===== config.mk =====
export PLATFORM = sky130hd
export DESIGN_NAME = mem_bus_arbiter
export DESIGN_NICKNAME = d
export VERILOG_FILES = /design/src/rtl/mem_bus_arbiter.sv
export SDC_FILE = /design/constraint.sdc
export NUM_CORES = 1
export LEC_CHECK = 0
export CAP_MARGIN = 20
export CORE_MARGIN = 2
export CORE_UTILIZATION = 36
export CTS_BUF_LIST = sky130_fd_sc_hd__clkbuf_8 sky130_fd_sc_hd__clkbuf_16
export DETAILED_ROUTE_END_ITERATION = 8
export PLACE_DENSITY = 0.8
export SLEW_MARGIN = 20
export SYNTH_ARGS = -nofsm -noshare
export SYNTH_HDL_FRONTEND = slang
export SYNTH_SLANG_ARGS = --single-unit
export TNS_END_PERCENT = 1

===== constraint.sdc =====
create_clock -name clk -period 1.37 [get_ports clk]
set_input_delay 0.137 -clock clk [delete_from_list [all_inputs] [get_ports clk]]
set_output_delay 0.137 -clock clk [all_outputs]
set_load 0.02 [all_outputs]

===== src/rtl/mem_bus_arbiter.sv =====
// Two-requester memory bus arbiter: fetch and load/store ports share one
// waitrequest-style bus, with round-robin tie-break and registered bus outputs.
module mem_bus_arbiter #(
    parameter logic [3:0] FETCH_BYTEENABLE = 4'b1111
) (
    input  logic        clk,
    input  logic        reset,

    input  logic        f_req,
    input  logic [31:0] f_addr,
    output logic [31:0] f_rdata,
    output logic        f_done,

    input  logic        d_req,
    input  logic        d_write,
    input  logic [31:0] d_addr,
    input  logic [3:0]  d_byteenable,
    input  logic [31:0] d_wdata,
    output logic [31:0] d_rdata,
    output logic        d_done,

    output logic        busy,

    output logic [31:0] address,
    output logic        read,
    output logic        write,
    output logic [31:0] writedata,
    output logic [3:0]  byteenable,
    input  logic [31:0] readdata,
    input  logic        waitrequest
);

    typedef enum logic [1:0] {StIdle, StBusF, StBusD, StResp} state_e;

    localparam logic GrantF = 1'b0;
    localparam logic GrantD = 1'b1;

    state_e      state_q, state_d;
    logic        last_grant_q, last_grant_d;
    logic [31:0] address_q, address_d;
    logic        read_q, read_d;
    logic        write_q, write_d;
    logic [31:0] writedata_q, writedata_d;
    logic [3:0]  byteenable_q, byteenable_d;
    logic [31:0] f_rdata_q, f_rdata_d;
    logic [31:0] d_rdata_q, d_rdata_d;
    logic        f_done_q, f_done_d;
    logic        d_done_q, d_done_d;

    always_comb begin
        state_d      = state_q;
        last_grant_d = last_grant_q;
        address_d    = address_q;
        read_d       = read_q;
        write_d      = write_q;
        writedata_d  = writedata_q;
        byteenable_d = byteenable_q;
        f_rdata_d    = f_rdata_q;
        d_rdata_d    = d_rdata_q;
        f_done_d     = 1'b0;
        d_done_d     = 1'b0;

        unique case (state_q)
            StIdle: begin
                // On a tie, fetch wins unless it was the most recent grant.
                if (f_req && (!d_req || last_grant_q == GrantD)) begin
                    state_d      = StBusF;
                    read_d       = 1'b1;
                    write_d      = 1'b0;
                    address_d    = {f_addr[31:2], 2'b00};
                    byteenable_d = FETCH_BYTEENABLE;
                    writedata_d  = 32'h0;
                end else if (d_req) begin
                    state_d      = StBusD;
                    read_d       = !d_write;
                    write_d      = d_write;
                    address_d    = {d_addr[31:2], 2'b00};
                    byteenable_d = d_byteenable;
                    writedata_d  = d_wdata;
                end
            end
            StBusF: begin
                if (!waitrequest) begin
                    state_d      = StResp;
                    f_rdata_d    = readdata;
                    last_grant_d = GrantF;
                    f_done_d     = 1'b1;
                    read_d       = 1'b0;
                    write_d      = 1'b0;
                end
            end
            StBusD: begin
                if (!waitrequest) begin
                    state_d      = StResp;
                    if (!write_q) begin
                        d_rdata_d = readdata;
                    end
                    last_grant_d = GrantD;
                    d_done_d     = 1'b1;
                    read_d       = 1'b0;
                    write_d      = 1'b0;
                end
            end
            StResp: begin
                state_d = StIdle;
            end
            default: begin
                state_d = StIdle;
            end
        endcase
    end

    always_ff @(posedge clk) begin
        if (reset) begin
            state_q      <= StIdle;
            last_grant_q <= GrantD;
            address_q    <= 32'h0;
            read_q       <= 1'b0;
            write_q      <= 1'b0;
            writedata_q  <= 32'h0;
            byteenable_q <= 4'h0;
            f_rdata_q    <= 32'h0;
            d_rdata_q    <= 32'h0;
            f_done_q     <= 1'b0;
            d_done_q     <= 1'b0;
        end else begin
            state_q      <= state_d;
            last_grant_q <= last_grant_d;
            address_q    <= address_d;
            read_q       <= read_d;
            write_q      <= write_d;
            writedata_q  <= writedata_d;
            byteenable_q <= byteenable_d;
            f_rdata_q    <= f_rdata_d;
            d_rdata_q    <= d_rdata_d;
            f_done_q     <= f_done_d;
            d_done_q     <= d_done_d;
        end
    end

    assign address    = address_q;
    assign read       = read_q;
    assign write      = write_q;
    assign writedata  = writedata_q;
    assign byteenable = byteenable_q;
    assign f_rdata    = f_rdata_q;
    assign d_rdata    = d_rdata_q;
    assign f_done     = f_done_q;
    assign d_done     = d_done_q;
    assign busy       = (state_q != StIdle);

endmodule


==> results.yml <==
clock_network:
  clock_path_buffers: 2
  clk-insertion-delay-late_ns: 0.40
  cts_sinks: 137
  cts_tree: "built"
  clk_pin_slew_ns: 0.06
  ctsRootBufferMaster: "clkbuf_16"
  htree_levels: 4
  cts_buffers: 17
placement:
  routabilityCongestion: 0.798
  hpwlAfterDp_um: 11600
  dpl.cell_count: 1033
  io_buffers: 268
pwr:
  fin_total_pwr_mw: 15.5
  vdd_ir_drop_max_mv: 0.984
  power.density_mw_per_mm2: 1710
  power.internal_mw: 10.2
  p_sw_share_pct: 33.8
  p_seq_share_pct: 33.3
  power_switching_mw: 5.23
  p_leak_nw: 3.95
  p_clk_share_pct: 29.7
  power_frac_comb_pct: 37.0
logic_synthesis:
  synth-seq-area-share_pct: 52.3
  synth_top_area_cell: "dfxtp_1"
  syn_avg_cell_area_sq_um: 8.76
  yosysUniqueCellTypes: 34
  synth_common_cells: "137 x dfxtp_1, 132 x nand2_1, 66 x a21oi_1, 39 x nor2_1, 32 x a22o_1"
  ys_ff_latch: 137
  async_reset_ff_share_pct: 0
  synth_top_area_share_pct: 52.3
  synth_area_leaders: "dfxtp_1 52%, nand2_1 9.5%, a21oi_1 6.3%"
  synth_most_common_cell: "dfxtp_1"
  synth-main-ff-cell: "dfxtp_1"
  synth-edff-count: 0
  syn-cell-area_sq_mm: 0.00524
  netlist_instances: 598
  ys.warnings.count: 0
finish:
  drive_gt1_share_pct: 12.3
  fill_cells: 1304
  fin_nets: 1022
  fin_cells: 1076
  diodes: 0
  areaGrowthSynthToFinish_pct: 72.7
critical_path:
  startpoint_type: "flop"
  cp.arrival_ns: 1.77
  cp-end-kind: "flop"
  cp_max_fo: 32
  required_ns: 1.66
  crit_type: "flop to flop"
routing:
  route.vias.total: 5398
  antenna_left: 0
  via_per_inst: 5.02
  wl_per_cell_um: 16.3
  route.detailed.drc: 0
  wl_um: 17500
  dr.pass1.iters: 4
  drt_iter0_markers: 223
floorplan:
  core_area_sq_mm: 0.0144
  initial_utilization_pct: 36.5
  fp.dieH_um: 125
  die-area_sq_mm: 0.0155
  ios: 275
  die_width_um: 125
  rows: 44
run_status:
  violations: "setup timing"
  status: "complete, but fails checks"
grt:
  grt-ovfl-total: 0
  antenna_found_initial: 0
  grt_start_max_net_pins: 40
  grtUsageTotal_pct: 21.4
  first_global_vias: 5222
  grt_pass1_wl_um: 26800
job:
  drv_cap: 0
timing:
  drv_slew: 0
  worst_slack_ns: -0.111
  fin_crit_sh_pct: 108
  hold_violations: 0
  min_period_ns: 1.48
  max_freq_mhz: 675
  rsz0062_at_grt: "true"
  setup-violations-final: 66
  skew_ns: 0.00705
min_path:
  hp-class: "input port to flop"
kinds of logic after synthesis:
kind of cell	after synthesis	share of synthesized area, %
AO/OA/AOI/OAI	173	21.9
AND/OR/NAND/NOR	218	17.3
flip-flops	137	52.3
adder cells (fa/ha/maj)	5	1.19
multiplexers	2	0.382
other	1	0.0715
buffers and inverters	62	6.85
critical path, cell delays in order (launching register included):
cell and delay (ns):
dfxtp_2 0.32, inv_2 0.07, buf_6 0.10, ha_4 0.14, or3b_4 0.39, buf_12 0.18
nand2_1 0.09, a21oi_1 0.07
power by group through the flow:
stage               Sequential (mW)  Clock, mW  Combinational [mW]
floorplan                      6.11          0                2.01
CTS                            5.14       4.68                5.30
finish                         5.14       4.58                5.72
detailed placement             5.25          0                5.64
global route                   5.24       4.90                6.17
global placement               5.23          0                5.57
timing repair:
item                                   4_1_cts  5_1_grt
setup endpoints to repair                  244      134
gates cloned                                 0        7
hold buffers                                 0        0
endpoints found under the hold margin        0        0
setup buffers                                0        4
resized for setup                          150       22
pin swaps                                    2       13
stage by stage:
| stage | setup TNS [ns] | hold WS, ns | setup WS [ns] | util, % | cell area (sq um) |
|---|---|---|---|---|---|
| 2_1_floorplan | -2.37 | 0.263 | -0.0492 | - | 5250 |
| 3_3_place_gp | -19.24 | 0.441 | -0.228 | 57.8 | 8300 |
| 3_5_place_dp | -21.68 | 0.445 | -0.273 | 57.8 | 8300 |
| 4_1_cts | -3.51 | 0.176 | -0.0912 | 61.2 | 8790 |
| 5_1_grt | -8.71 | 0.177 | -0.167 | 63.0 | 9050 |
| 6_report | -4.45 | 0.185 | -0.111 | 63.0 | 9050 |
final timing paths:
kind	from	to	slack, ns	depth (start not counted)
setup reg to reg	state_q[0]	d_rdata[18]	-0.11	7
hold / removal	reset	address[26]	0.18	3
setup / recovery	state_q[0]	d_rdata[18]	-0.11	7
hold reg to reg	f_rdata[26]	f_rdata[26]	0.45	2
area by class of cell:
class                   instances  area, sq um  share of cell area, %
inverters                       5         18.8                  0.207
clock buffers                  21          480                   5.31
well taps                     184          230                   2.54
multi-input cells             400         2270                   25.1
repair buffers                318         3190                   35.2
flip-flops and latches        137         2750                   30.3
clock inverters                11          118                   1.30
state kept, by name (all words and copies together) (netlist names):
register / count
write: 1
f_done: 1
byteenable: 4
d_done: 1
writedata: 32
d_rdata: 32
address: 30
read: 1
state_q: 2
f_rdata: 32
last_grant_q: 1
per-layer routing:
layer / wire length, um / vias up / track usage [%] / share of wire [%]
met2: 8770 / 233 / 37.7 / 50
met3: 1480 / 23 / 8.08 / 8.4
met4: 346 / 0 / 7.20 / 2.0
met5: 0 / - / 0 / 0
met1: 6920 / 2498 / 23.6 / 40
li1: - / 2644 / - / -
placed cells by master, fill, tap and decap left out, types with 3 or more instances in the layout:
cell type | synthesis | final
dfxtp_1 | 137 | 135
dlygate4sd2_1 | 0 | 133
clkdlybuf4s50_1 | 0 | 132
nand2_1 | 132 | 127
a21oi_1 | 66 | 60
nor2_1 | 39 | 38
a22o_1 | 32 | 32
o21ai_0 | 31 | 30
nand3_1 | 30 | 30
a311oi_1 | 30 | 30
buf_4 | 9 | 24
clkbuf_16 | 0 | 22
buf_12 | 0 | 14
buf_6 | 8 | 8
a21oi_2 | 0 | 6
nand2b_1 | 5 | 5
inv_1 | 5 | 4
nand2_2 | 0 | 4
a211oi_1 | 5 | 4
nor3_1 | 4 | 4
clkbuf_8 | 0 | 4
clkinv_2 | 0 | 4
ha_4 | 0 | 3
Note: power is estimated with default switching activity, not from simulation.
